`config.mk`:
```
export PLATFORM = sky130hd
export DESIGN_NAME = memory_stage
export DESIGN_NICKNAME = d
export VERILOG_FILES = /design/src/rtl/mips_pkg.sv /design/src/rtl/dm_store_buf.sv /design/src/rtl/memory_stage.sv
export SDC_FILE = /design/constraint.sdc
export NUM_CORES = 1
export LEC_CHECK = 0
export CAP_MARGIN = 0
export CORE_MARGIN = 2
export CORE_UTILIZATION = 25
export CTS_CLUSTER_DIAMETER = 100
export CTS_CLUSTER_SIZE = 24
export DETAILED_ROUTE_END_ITERATION = 8
export SYNTH_ARGS = -nofsm -noshare
export SYNTH_HDL_FRONTEND = slang
export SYNTH_SLANG_ARGS = --single-unit
```
`constraint.sdc`:
```
create_clock -name clk -period 1.9 [get_ports clk]
set_input_delay 0.19 -clock clk [delete_from_list [all_inputs] [get_ports clk]]
set_output_delay 0.19 -clock clk [all_outputs]
set_load 0.005 [all_outputs]
```
`src/rtl/mips_pkg.sv`:
```
// Shared widths and memory-stage FSM encoding for the MIPS pipeline.
// Latency: n/a (types and constants only).
// Backpressure: n/a.
package mips_pkg;

  localparam int XLEN  = 32;
  localparam int REG_W = 5;

  // IDLE: ready for a new access; WAIT: request outstanding;
  // HELD: access finished but the pipeline has not moved yet.
  typedef enum logic [1:0] {
    IDLE = 2'd0,
    WAIT = 2'd1,
    HELD = 2'd2
  } ms_state_e;

endpackage

```
`src/rtl/dm_store_buf.sv`:
```
// One-entry posted store buffer between the memory stage and the data-memory port.
// Latency: a pushed store is presented on the port the cycle after the push.
// Backpressure: full stays high until the memory acknowledges the buffered write.
module dm_store_buf
  import mips_pkg::*;
(
  input  logic            clk,
  input  logic            reset,
  input  logic            push,
  input  logic [XLEN-1:0] push_addr,
  input  logic [XLEN-1:0] push_dat,
  input  logic            ack,
  output logic            full,
  output logic [XLEN-1:0] addr,
  output logic [XLEN-1:0] dat
);

  logic            full_q, full_d;
  logic [XLEN-1:0] addr_q, addr_d;
  logic [XLEN-1:0] dat_q,  dat_d;

  // Fill on push (only offered while empty), empty when the write is acknowledged.
  always_comb begin
    full_d = full_q;
    addr_d = addr_q;
    dat_d  = dat_q;
    if (push) begin
      full_d = 1'b1;
      addr_d = push_addr;
      dat_d  = push_dat;
    end else if (full_q && ack) begin
      full_d = 1'b0;
    end
  end

  // Entry storage; contents only meaningful while full.
  always_ff @(posedge clk or posedge reset) begin
    if (reset) begin
      full_q <= 1'b0;
      addr_q <= '0;
      dat_q  <= '0;
    end else begin
      full_q <= full_d;
      addr_q <= addr_d;
      dat_q  <= dat_d;
    end
  end

  assign full = full_q;
  assign addr = addr_q;
  assign dat  = dat_q;

endmodule

```
`src/rtl/memory_stage.sv`:
```
// MIPS memory stage: load/store over a req/ack data-memory port, registers ME/WB.
// Latency: one edge for ALU ops and zero-wait accesses; N extra cycles for N-cycle memory.
// Backpressure: Stall_ME while an access is outstanding; AnyStall freezes ME/WB.
// Optional: DM_STORE_BUFFER_EN adds a one-entry posted store buffer.
module memory_stage
  import mips_pkg::*;
(
  input  logic             clk,
  input  logic             reset,
  input  logic             AnyStall,
  input  logic [XLEN-1:0]  Result_EX,
  input  logic [XLEN-1:0]  WrDat_EX,
  input  logic [REG_W-1:0] WriteReg_EX,
  input  logic             RegWrite_EX,
  input  logic             MemToReg_EX,
  input  logic             MemWrite_EX,
  output logic             DmReq,
  output logic             DmWe,
  output logic [XLEN-1:0]  DmAddr,
  output logic [XLEN-1:0]  DmWrDat,
  input  logic             DmAck,
  input  logic [XLEN-1:0]  DmRdDat,
  output logic [XLEN-1:0]  ResultRdDat_ME,
  output logic [REG_W-1:0] WriteReg_ME,
  output logic             RegWrite_ME,
  output logic             Stall_ME
);

  ms_state_e        state_q, state_d;
  logic [XLEN-1:0]  hold_q, hold_d;
  logic [XLEN-1:0]  result_q, result_d;
  logic [REG_W-1:0] wreg_q, wreg_d;
  logic             regwr_q, regwr_d;

  logic             memop;
  logic             held;
  logic             issue;   // this instruction drives its own request on the port
  logic             done;    // this instruction's memory work completes this cycle
  logic             advance;
  logic [XLEN-1:0]  loaddata;

  assign memop = MemToReg_EX | MemWrite_EX;
  assign held  = (state_q == HELD);

`ifdef DM_STORE_BUFFER_EN
  logic            is_ld;
  logic            is_st;
  logic            sb_full;
  logic            sb_push;
  logic            sb_ack;
  logic [XLEN-1:0] sb_addr;
  logic [XLEN-1:0] sb_dat;

  assign is_st   = MemWrite_EX;
  assign is_ld   = MemToReg_EX & ~MemWrite_EX;
  // A store is posted only from IDLE so an instruction parked in HELD is never re-posted.
  assign sb_push = is_st & ~sb_full & (state_q == IDLE);
  // Loads wait behind a buffered store so the port sees accesses in program order.
  assign issue   = is_ld & ~sb_full & ~held;
  assign sb_ack  = sb_full & DmAck;
  assign done    = (issue & DmAck) | sb_push;

  dm_store_buf u_sb (
    .clk       (clk),
    .reset     (reset),
    .push      (sb_push),
    .push_addr (Result_EX),
    .push_dat  (WrDat_EX),
    .ack       (sb_ack),
    .full      (sb_full),
    .addr      (sb_addr),
    .dat       (sb_dat)
  );

  // Port is owned by the draining buffer first, otherwise by the load in EX.
  always_comb begin
    DmReq   = ~reset & (sb_full | issue);
    DmWe    = sb_full;
    DmAddr  = sb_full ? sb_addr : Result_EX;
    DmWrDat = sb_full ? sb_dat  : WrDat_EX;
  end
`else
  assign issue = memop & ~held;
  assign done  = issue & DmAck;

  // Request fields come straight from EX, which is frozen while we stall.
  always_comb begin
    DmReq   = ~reset & issue;
    DmWe    = MemWrite_EX;
    DmAddr  = Result_EX;
    DmWrDat = WrDat_EX;
  end
`endif

  assign Stall_ME = memop & ~held & ~done;
  assign advance  = ~AnyStall & ~Stall_ME;
  assign loaddata = held ? hold_q : DmRdDat;

  // Next state: park completed accesses in HELD while the pipeline is frozen.
  always_comb begin
    state_d = state_q;
    hold_d  = hold_q;
    case (state_q)
      IDLE, WAIT: begin
        if (done && !advance) begin
          state_d = HELD;
          hold_d  = DmRdDat;
        end else if (done) begin
          state_d = IDLE;
        end else if (issue) begin
          state_d = WAIT;
        end else begin
          state_d = IDLE;
        end
      end
      HELD: begin
        if (advance) begin
          state_d = IDLE;
        end
      end
      default: state_d = IDLE;
    endcase
  end

  // Access FSM and captured load data.
  always_ff @(posedge clk or posedge reset) begin
    if (reset) begin
      state_q <= IDLE;
      hold_q  <= '0;
    end else begin
      state_q <= state_d;
      hold_q  <= hold_d;
    end
  end

  // ME/WB register inputs: load only on advance, otherwise hold.
  always_comb begin
    result_d = result_q;
    wreg_d   = wreg_q;
    regwr_d  = regwr_q;
    if (advance) begin
      result_d = MemToReg_EX ? loaddata : Result_EX;
      wreg_d   = WriteReg_EX;
      regwr_d  = RegWrite_EX;
    end
  end

  // ME/WB pipeline register.
  always_ff @(posedge clk or posedge reset) begin
    if (reset) begin
      result_q <= '0;
      wreg_q   <= '0;
      regwr_q  <= 1'b0;
    end else begin
      result_q <= result_d;
      wreg_q   <= wreg_d;
      regwr_q  <= regwr_d;
    end
  end

  assign ResultRdDat_ME = result_q;
  assign WriteReg_ME    = wreg_q;
  assign RegWrite_ME    = regwr_q;

endmodule

```
==> results of run 1 <==
## power by group
| part | switching (W) | internal (W) | total [W] |
|---|---|---|---|
| sequential | 0.000181 | 0.00186 | 0.00204 |
| clock | 0.000624 | 0.00108 | 0.00171 |
| combinational | 0.000455 | 0.000903 | 0.00136 |
## critical path: stages, from the launching register on
cell,delay (ns)
dfrtp_2,0.44
nor2b_4,0.17
o31a_2,0.38
buf_12,0.18
mux2_4,0.32
## through the flow
step                      cells  hold WS [ns]
after floorplan             375         0.263
after global placement      662         0.380
after CTS                   678         0.375
after detailed placement    662         0.380
final                       678         0.365
after global routing        678         0.380
## final timing paths
check                                    from                 end  slack (ns)
setup / recovery                   state_q[1]  ResultRdDat_ME[19]        0.28
hold / removal                          reset           hold_q[2]        0.37
setup reg to reg                   state_q[1]  ResultRdDat_ME[19]        0.28
hold reg to reg            ResultRdDat_ME[23]  ResultRdDat_ME[23]        0.50
max in group asynchronous               reset  ResultRdDat_ME[31]        1.12
min in group clk                 WrDat_EX[14]         DmWrDat[14]        0.38
## layout make-up
cell class                      instances  area [µm²]  area share [%]
Clock buffer                           13         260            4.52
Clock inverter                          3        40.0           0.695
Sequential cell                        72        1800            31.3
Tap cell                              220         275            4.78
Multi-Input combinational cell        175        1610            28.0
Timing Repair Buffer                  161        1640            28.4
Inverter                               34         131            2.28
## logic make-up (layout without fill, tap and decap cells)
family | Yosys count | in the layout | synth area share (%)
buf+inv | 128 | 211 | 18.4
flops | 72 | 72 | 43.1
simple gates | 71 | 71 | 10.7
mux | 70 | 70 | 20.7
compound gates | 34 | 34 | 7.10
## cells in the mapped netlist
library cell   n
buf_4         65
buf_1          2
dfrtp_1       72
buf_2          5
o31a_1         1
nor2_1         1
buf_6          5
nand4b_1      32
nor3_1         3
nand2_1       33
a21o_1         1
o221ai_1      32
nor2b_4        1
mux2_2        50
clkbuf_1      17
nor3_2         1
inv_1         34
mux2_4        20
## layer usage
metal | GRT usage [%] | vias to the layer above
li1 | - | 1414
met4 | 4.91 | 0
met2 | 22.0 | 94
met3 | 3.58 | 34
met5 | 0 | -
met1 | 13.4 | 1527
## timing repair
| item | in CTS | in global routing |
|---|---|---|
| endpoints found under the hold margin | 0 | 0 |
| endpoints found under the setup margin | 1 | 1 |
| hold buffers | 0 | 0 |
| resized for setup | 1 | 2 |
## registers in the layout (all words and copies together) (netlist names)
register,cells
state_q,2
ResultRdDat_ME,32
RegWrite_ME,1
WriteReg_ME,5
hold_q,32
==> results by group, run 1 <==
Finish
  – Most frequent cells in the layout: clkdlybuf4s50_1 (145), dfrtp_1 (71), mux2_2 (50), inv_1 (33), nand2_1 (33)
  – Area grow syn2layout: 38.0%
  – Layout cells sized above 1: between 20 and 25%
  – Most common cell after layout, fill and taps aside: clkdlybuf4s50_1
  – Filler instances: 1672
  – Post-layout util: between 30% and 40%
  – Cell area after layout: about 5800 µm²
  – Final nets: 561
  – Antenna cells: 0

Timing
  – Post-route minimum period: around 1.6 ns
  – Final worst slack: between 0.2 and 0.3 ns
  – Setup TNS: 0 ns
  – Final period util: a little under nine tenths
  – Endpoints failing setup: 0
  – Unrepaired setup endpoints after global routing: no
  – Final Hold Fails: 0
  – Measured slew at the worst slew-check pin: 0.533 ns
  – Clock Skew: 0.0110 ns
  – Slew Viols, Final: 0
  – Achievable clock frequency: 0.616 GHz
  – Slew Limit Headroom: roughly 64%

Clocking
  – Worst skew pair latency: around 0.33 ns
  – Clk sinks: 72
  – H-tree levels: 3
  – Max Root-Sink Buffers: 2
  – Clock buffers created by TritonCTS: 9
  – CTS tree: done
  – Clock transition at path regs: 0.06 ns
  – Post-CTS Setup Bufs: 0
  – Root Driver: clkbuf_16

Die
  – # IOs: about 210
  – Die area: about 18000 µm²
  – Chip width: around 130 µm
  – Core Rows: 47
  – Die Y: between 100 and 150 µm
  – Starting density of the core: 25.4%
  – Core Footprint: roughly 16000 µm²

Global routing
  – Global Route Usage Sum: between 10% and 20%
  – Vias in the first global route: approximately 3400
  – Largest net degree at the start of global routing: 97
  – Grt ovf: 0
  – Initial antenna violation count: 0
  – First-pass GRT wire length: approximately 17 mm

Setup path
  – Critical path arrival: between 1.5 and 2 ns
  – Crit Path Class: flip-flop to flip-flop
  – Setup crit end kind: flip-flop
  – Max FO, Critical Path: 23
  – Startpoint Class: flip-flop
  – Reg2Reg Depth: 4
  – CP Data Required Time: 2.12 ns

Run status
  – Status: finished clean

Hold path
  – Worst min path class: primary input to async pin

Power and ir drop
  – Overall power: slightly above 0.005 W
  – Worst vdd ir: ~0.00042 V
  – Pleak: between 2 and 2.5 nW
  – PwrDens: about 890 nW/µm²

Synth
  – Netlist Area Pre-Place: 4180 µm²
  – Synth warn: 0
  – Mapped Cells: around 380
  – Yosys reg bits: 72
  – Area share of the largest cell type after synthesis: 43.1%
  – Register area share after synthesis: ~43%
  – Largest area contributor in the netlist: dfrtp_1
  – Post-synth cell types: 18
  – Synthesized net count: between 400 and 500
  – Avg Cell Area, Syn: 11.1 µm²
  – Synth area leaders: dfrtp_1 (43%), mux2_2 (13%), buf_4 (12%)

Drt
  – Wire length on met1: 4.25 mm
  – Detailed route wirelength on metal3: 689 µm
  – DR WL/cell: between 15 and 20 µm
  – Highest metal used: met4
  – Vias/cell: approximately 4.5
  – DRC viols: 0
  – Number of vias in the routed layout: roughly 3100
  – Initial drt markers: 70
  – DRT Pass-1 Iters: 4
  – Post-DRT Antenna Nets: 0
  – Met2 WL: 5.65 mm
  – Post-Route WL: between 10 and 15 mm

Placement
  – Placement Setup Slack: ~0.047 ns
  – Number of I/O port buffers: about 150
  – Placed Area: 5460 µm²
  – Final HPWL DP: about 7.7 mm
  – GP Congestion: approximately 0.75

Run
  – Max-cap violations: 0
Power figures use the tool's default switching activity.
==> run 2, diff against run 1 <==
--- a/config.mk
+++ b/config.mk
@@ -5,12 +5,13 @@
 export SDC_FILE = /design/constraint.sdc
 export NUM_CORES = 1
 export LEC_CHECK = 0
-export CAP_MARGIN = 0
+export CAP_MARGIN = 10
 export CORE_MARGIN = 2
 export CORE_UTILIZATION = 25
 export CTS_CLUSTER_DIAMETER = 100
 export CTS_CLUSTER_SIZE = 24
 export DETAILED_ROUTE_END_ITERATION = 8
+export SLEW_MARGIN = 10
 export SYNTH_ARGS = -nofsm -noshare
 export SYNTH_HDL_FRONTEND = slang
 export SYNTH_SLANG_ARGS = --single-unit
==> results of run 2 <==
Same layout as run 1: the final DEF is identical, and so are final timing and power.
==> run 3, diff against run 2 <==
--- a/config.mk
+++ b/config.mk
@@ -11,6 +11,7 @@
 export CTS_CLUSTER_DIAMETER = 100
 export CTS_CLUSTER_SIZE = 24
 export DETAILED_ROUTE_END_ITERATION = 8
+export RECOVER_POWER = 50
 export SLEW_MARGIN = 10
 export SYNTH_ARGS = -nofsm -noshare
 export SYNTH_HDL_FRONTEND = slang
==> run 3 against run 2 <==
Net effect:
- sequential power about the same
- final cell count unchanged
- first-iteration DRC count increased by 37%
- die area unchanged
- via count about the same
- global-route usage unchanged
- worst setup slack about the same
- non-clock buffer count unchanged
==> results by group, run 3 (synthesized netlist as in run 1, its figures left out) <==
Die
  – Core Footprint: 16500 µm² (unchanged)
  – Die Y: 133 µm (unchanged)
  – # IOs: 213 (unchanged)
  – Die area: 17800 µm² (unchanged)
  – Starting density of the core: 25.4% (unchanged)
  – Core Rows: 47 (unchanged)
  – Chip width: 133 µm (unchanged)

Hold path
  – Worst min path class: primary input to output port (was primary input to async pin)

Clocking
  – Worst skew pair latency: 0.33 ns (about the same)
  – Clock transition at path regs: 0.06 ns (about the same)
  – Post-CTS Setup Bufs: 0 (unchanged)
  – Clk sinks: 72 (unchanged)
  – Max Root-Sink Buffers: 2 (unchanged)
  – Root Driver: clkbuf_16 (unchanged)
  – Clock buffers created by TritonCTS: 9 (unchanged)
  – CTS tree: done (unchanged)
  – Hold buffer count at cts: 0 (unchanged)
  – H-tree levels: 3 (unchanged)

Finish
  – Most common cell after layout, fill and taps aside: clkdlybuf4s50_1 (unchanged)
  – Area grow syn2layout: 37.8% (was 38.0%)
  – Most frequent cells in the layout: clkdlybuf4s50_1 (126), dfrtp_1 (71), mux2_2 (50), inv_1 (33), nand2_1 (33) (was clkdlybuf4s50_1 (145), dfrtp_1 (71), mux2_2 (50), inv_1 (33), nand2_1 (33))
  – Layout cells sized above 1: 22.5% (unchanged)
  – Final nets: 561 (unchanged)
  – Antenna cells: 0 (unchanged)
  – Finished Layout Cells: 678 (unchanged)

Placement
  – Placed Cells: 662 (unchanged)
  – Final HPWL DP: 7.70 mm (unchanged)
  – Placement Setup Slack: 0.0466 ns (unchanged)
  – GP Congestion: 0.748 (unchanged)
  – Number of I/O port buffers: 148 (unchanged)

Drt
  – Detailed route wirelength on metal3: 674 µm (was 689 µm)
  – Number of vias in the routed layout: 3071 (was 3069)
  – Met2 WL: 5.56 mm (was 5.65 mm)
  – Post-DRT Antenna Nets: 0 (unchanged)
  – Wire length on met1: 4.31 mm (was 4.25 mm)
  – Initial drt markers: 96 (was 70)
  – Post-Route WL: 10.7 mm (was 10.8 mm)
  – DRC viols: 0 (unchanged)
  – DR WL/cell: 15.9 µm (about the same)
  – Vias/cell: 4.53 (about the same)
  – DRT Pass-1 Iters: 4 (unchanged)
  – Highest metal used: met4 (unchanged)

Timing
  – Unrepaired setup endpoints after global routing: no (unchanged)
  – Final worst slack: 0.277 ns (about the same)
  – Slew Limit Headroom: 31.5% (was 64.5%)
  – Slew Viols, Final: 0 (unchanged)
  – Endpoints failing setup: 0 (unchanged)
  – Measured slew at the worst slew-check pin: 1.03 ns (was 0.533 ns)
  – Clock Skew: 0.0107 ns (was 0.0110 ns)
  – Final Hold Fails: 0 (unchanged)
  – Achievable clock frequency: 0.616 GHz (about the same)
  – Worst hold slack: 0.380 ns (was 0.365 ns)
  – Final period util: 85.4% (about the same)
  – Post-route minimum period: 1.62 ns (about the same)
  – Setup TNS: 0 ns (unchanged)

Global routing
  – Grt ovf: 0 (unchanged)
  – Global Route Usage Sum: 12.2% (unchanged)
  – Largest net degree at the start of global routing: 97 (unchanged)
  – Initial antenna violation count: 0 (unchanged)
  – First-pass GRT wire length: 17.1 mm (unchanged)
  – Vias in the first global route: 3350 (unchanged)

Setup path
  – Critical path arrival: 1.84 ns (about the same)
  – Top cell family by delay on the critical path: flip-flops (unchanged)
  – Bufs and invs on worst path: 1 (unchanged)
  – Setup crit end kind: flip-flop (unchanged)
  – Startpoint Class: flip-flop (unchanged)
  – Critical path cell sequence: nor2b_4, o31a_2, buf_12, mux2_4 (unchanged)
  – Crit Path Class: flip-flop to flip-flop (unchanged)
  – CP Data Required Time: 2.12 ns (about the same)
  – Max FO, Critical Path: 23 (unchanged)
  – Highest cell delay on the worst timing path: 0.44 ns (about the same)
  – Slowest CP cell: dfrtp_2 (unchanged)
  – Internal reg-to-reg setup slack: 0.28 ns (about the same)

Power and ir drop
  – Worst vdd ir: 0.000421 V (about the same)
  – Overall power: 0.00510 W (was 0.00511 W)
  – PwrDens: 886 nW/µm² (was 887 nW/µm²)
  – Pleak: 2.40 nW (about the same)

Run status
  – Status: finished clean (unchanged)

Run
  – Max-cap violations: 0 (unchanged)
[run 3: changes by cell type in the layout (fill, tap and decap cells not counted), sizes merged]
cell | previous run | this run
clkbuf | 13 | 16
buf | 14 | 11
dlygate4sd3 | 0 | 19
clkdlybuf4s50 | 145 | 126
[run 3: metal layers]
metal | up-vias | GRT usage, %
li1 | 1416 | -
met1 | 1531 | 13.4
met2 | 90 | 22.0
met3 | 34 | 3.58
met4 | 0 | 4.91
met5 | - | 0
[run 3: worst register-to-register path, stage by stage, from the launching register on]
cell     delay [ns]
dfrtp_2        0.44
nor2b_4        0.17
o31a_2         0.38
buf_12         0.18
mux2_4         0.35
[run 3: path summary, 6_finish.rpt]
kind | startpoint | end | cells after the start
worst max-delay path | state_q[1] | ResultRdDat_ME[19] | 4
worst min-delay path | WrDat_EX[14] | DmWrDat[14] | 0
worst max register to register | state_q[1] | ResultRdDat_ME[19] | 4
worst min register to register | ResultRdDat_ME[23] | ResultRdDat_ME[23] | 1
max in group asynchronous | reset | state_q[1] | 3
min in group asynchronous | reset | ResultRdDat_ME[4] | 3
[run 3: final cells by class]
class / count / area, µm²
Inverter: 34 / 131
Clock buffer: 13 / 260
Timing Repair Buffer: 161 / 1630
Clock inverter: 3 / 40.0
Sequential cell: 72 / 1800
Multi-Input combinational cell: 175 / 1610
Fill cell: 1672 / 10700
Tap cell: 220 / 275
[run 3: timing repair]
action                                  4_1_cts  5_1_grt
endpoints found under the setup margin        1        1
endpoints found under the hold margin         0        0
resized for setup                             1        2
[run 3: metrics by stage]
| step | util, % | cell area [µm²] |
|---|---|---|
| 2_1_floorplan | - | 4180 |
| 6_report | 34.9 | 5750 |
| 5_1_grt | 34.9 | 5750 |
| 3_3_place_gp | 33.2 | 5460 |
| 3_5_place_dp | 33.2 | 5460 |
| 4_1_cts | 35.0 | 5760 |
[run 3: where the power goes]
part | internal (W) | switching [W]
sequential | 0.00186 | 0.000181
combinational | 0.000893 | 0.000453
clock | 0.00108 | 0.000623
total | 0.00384 | 0.00126
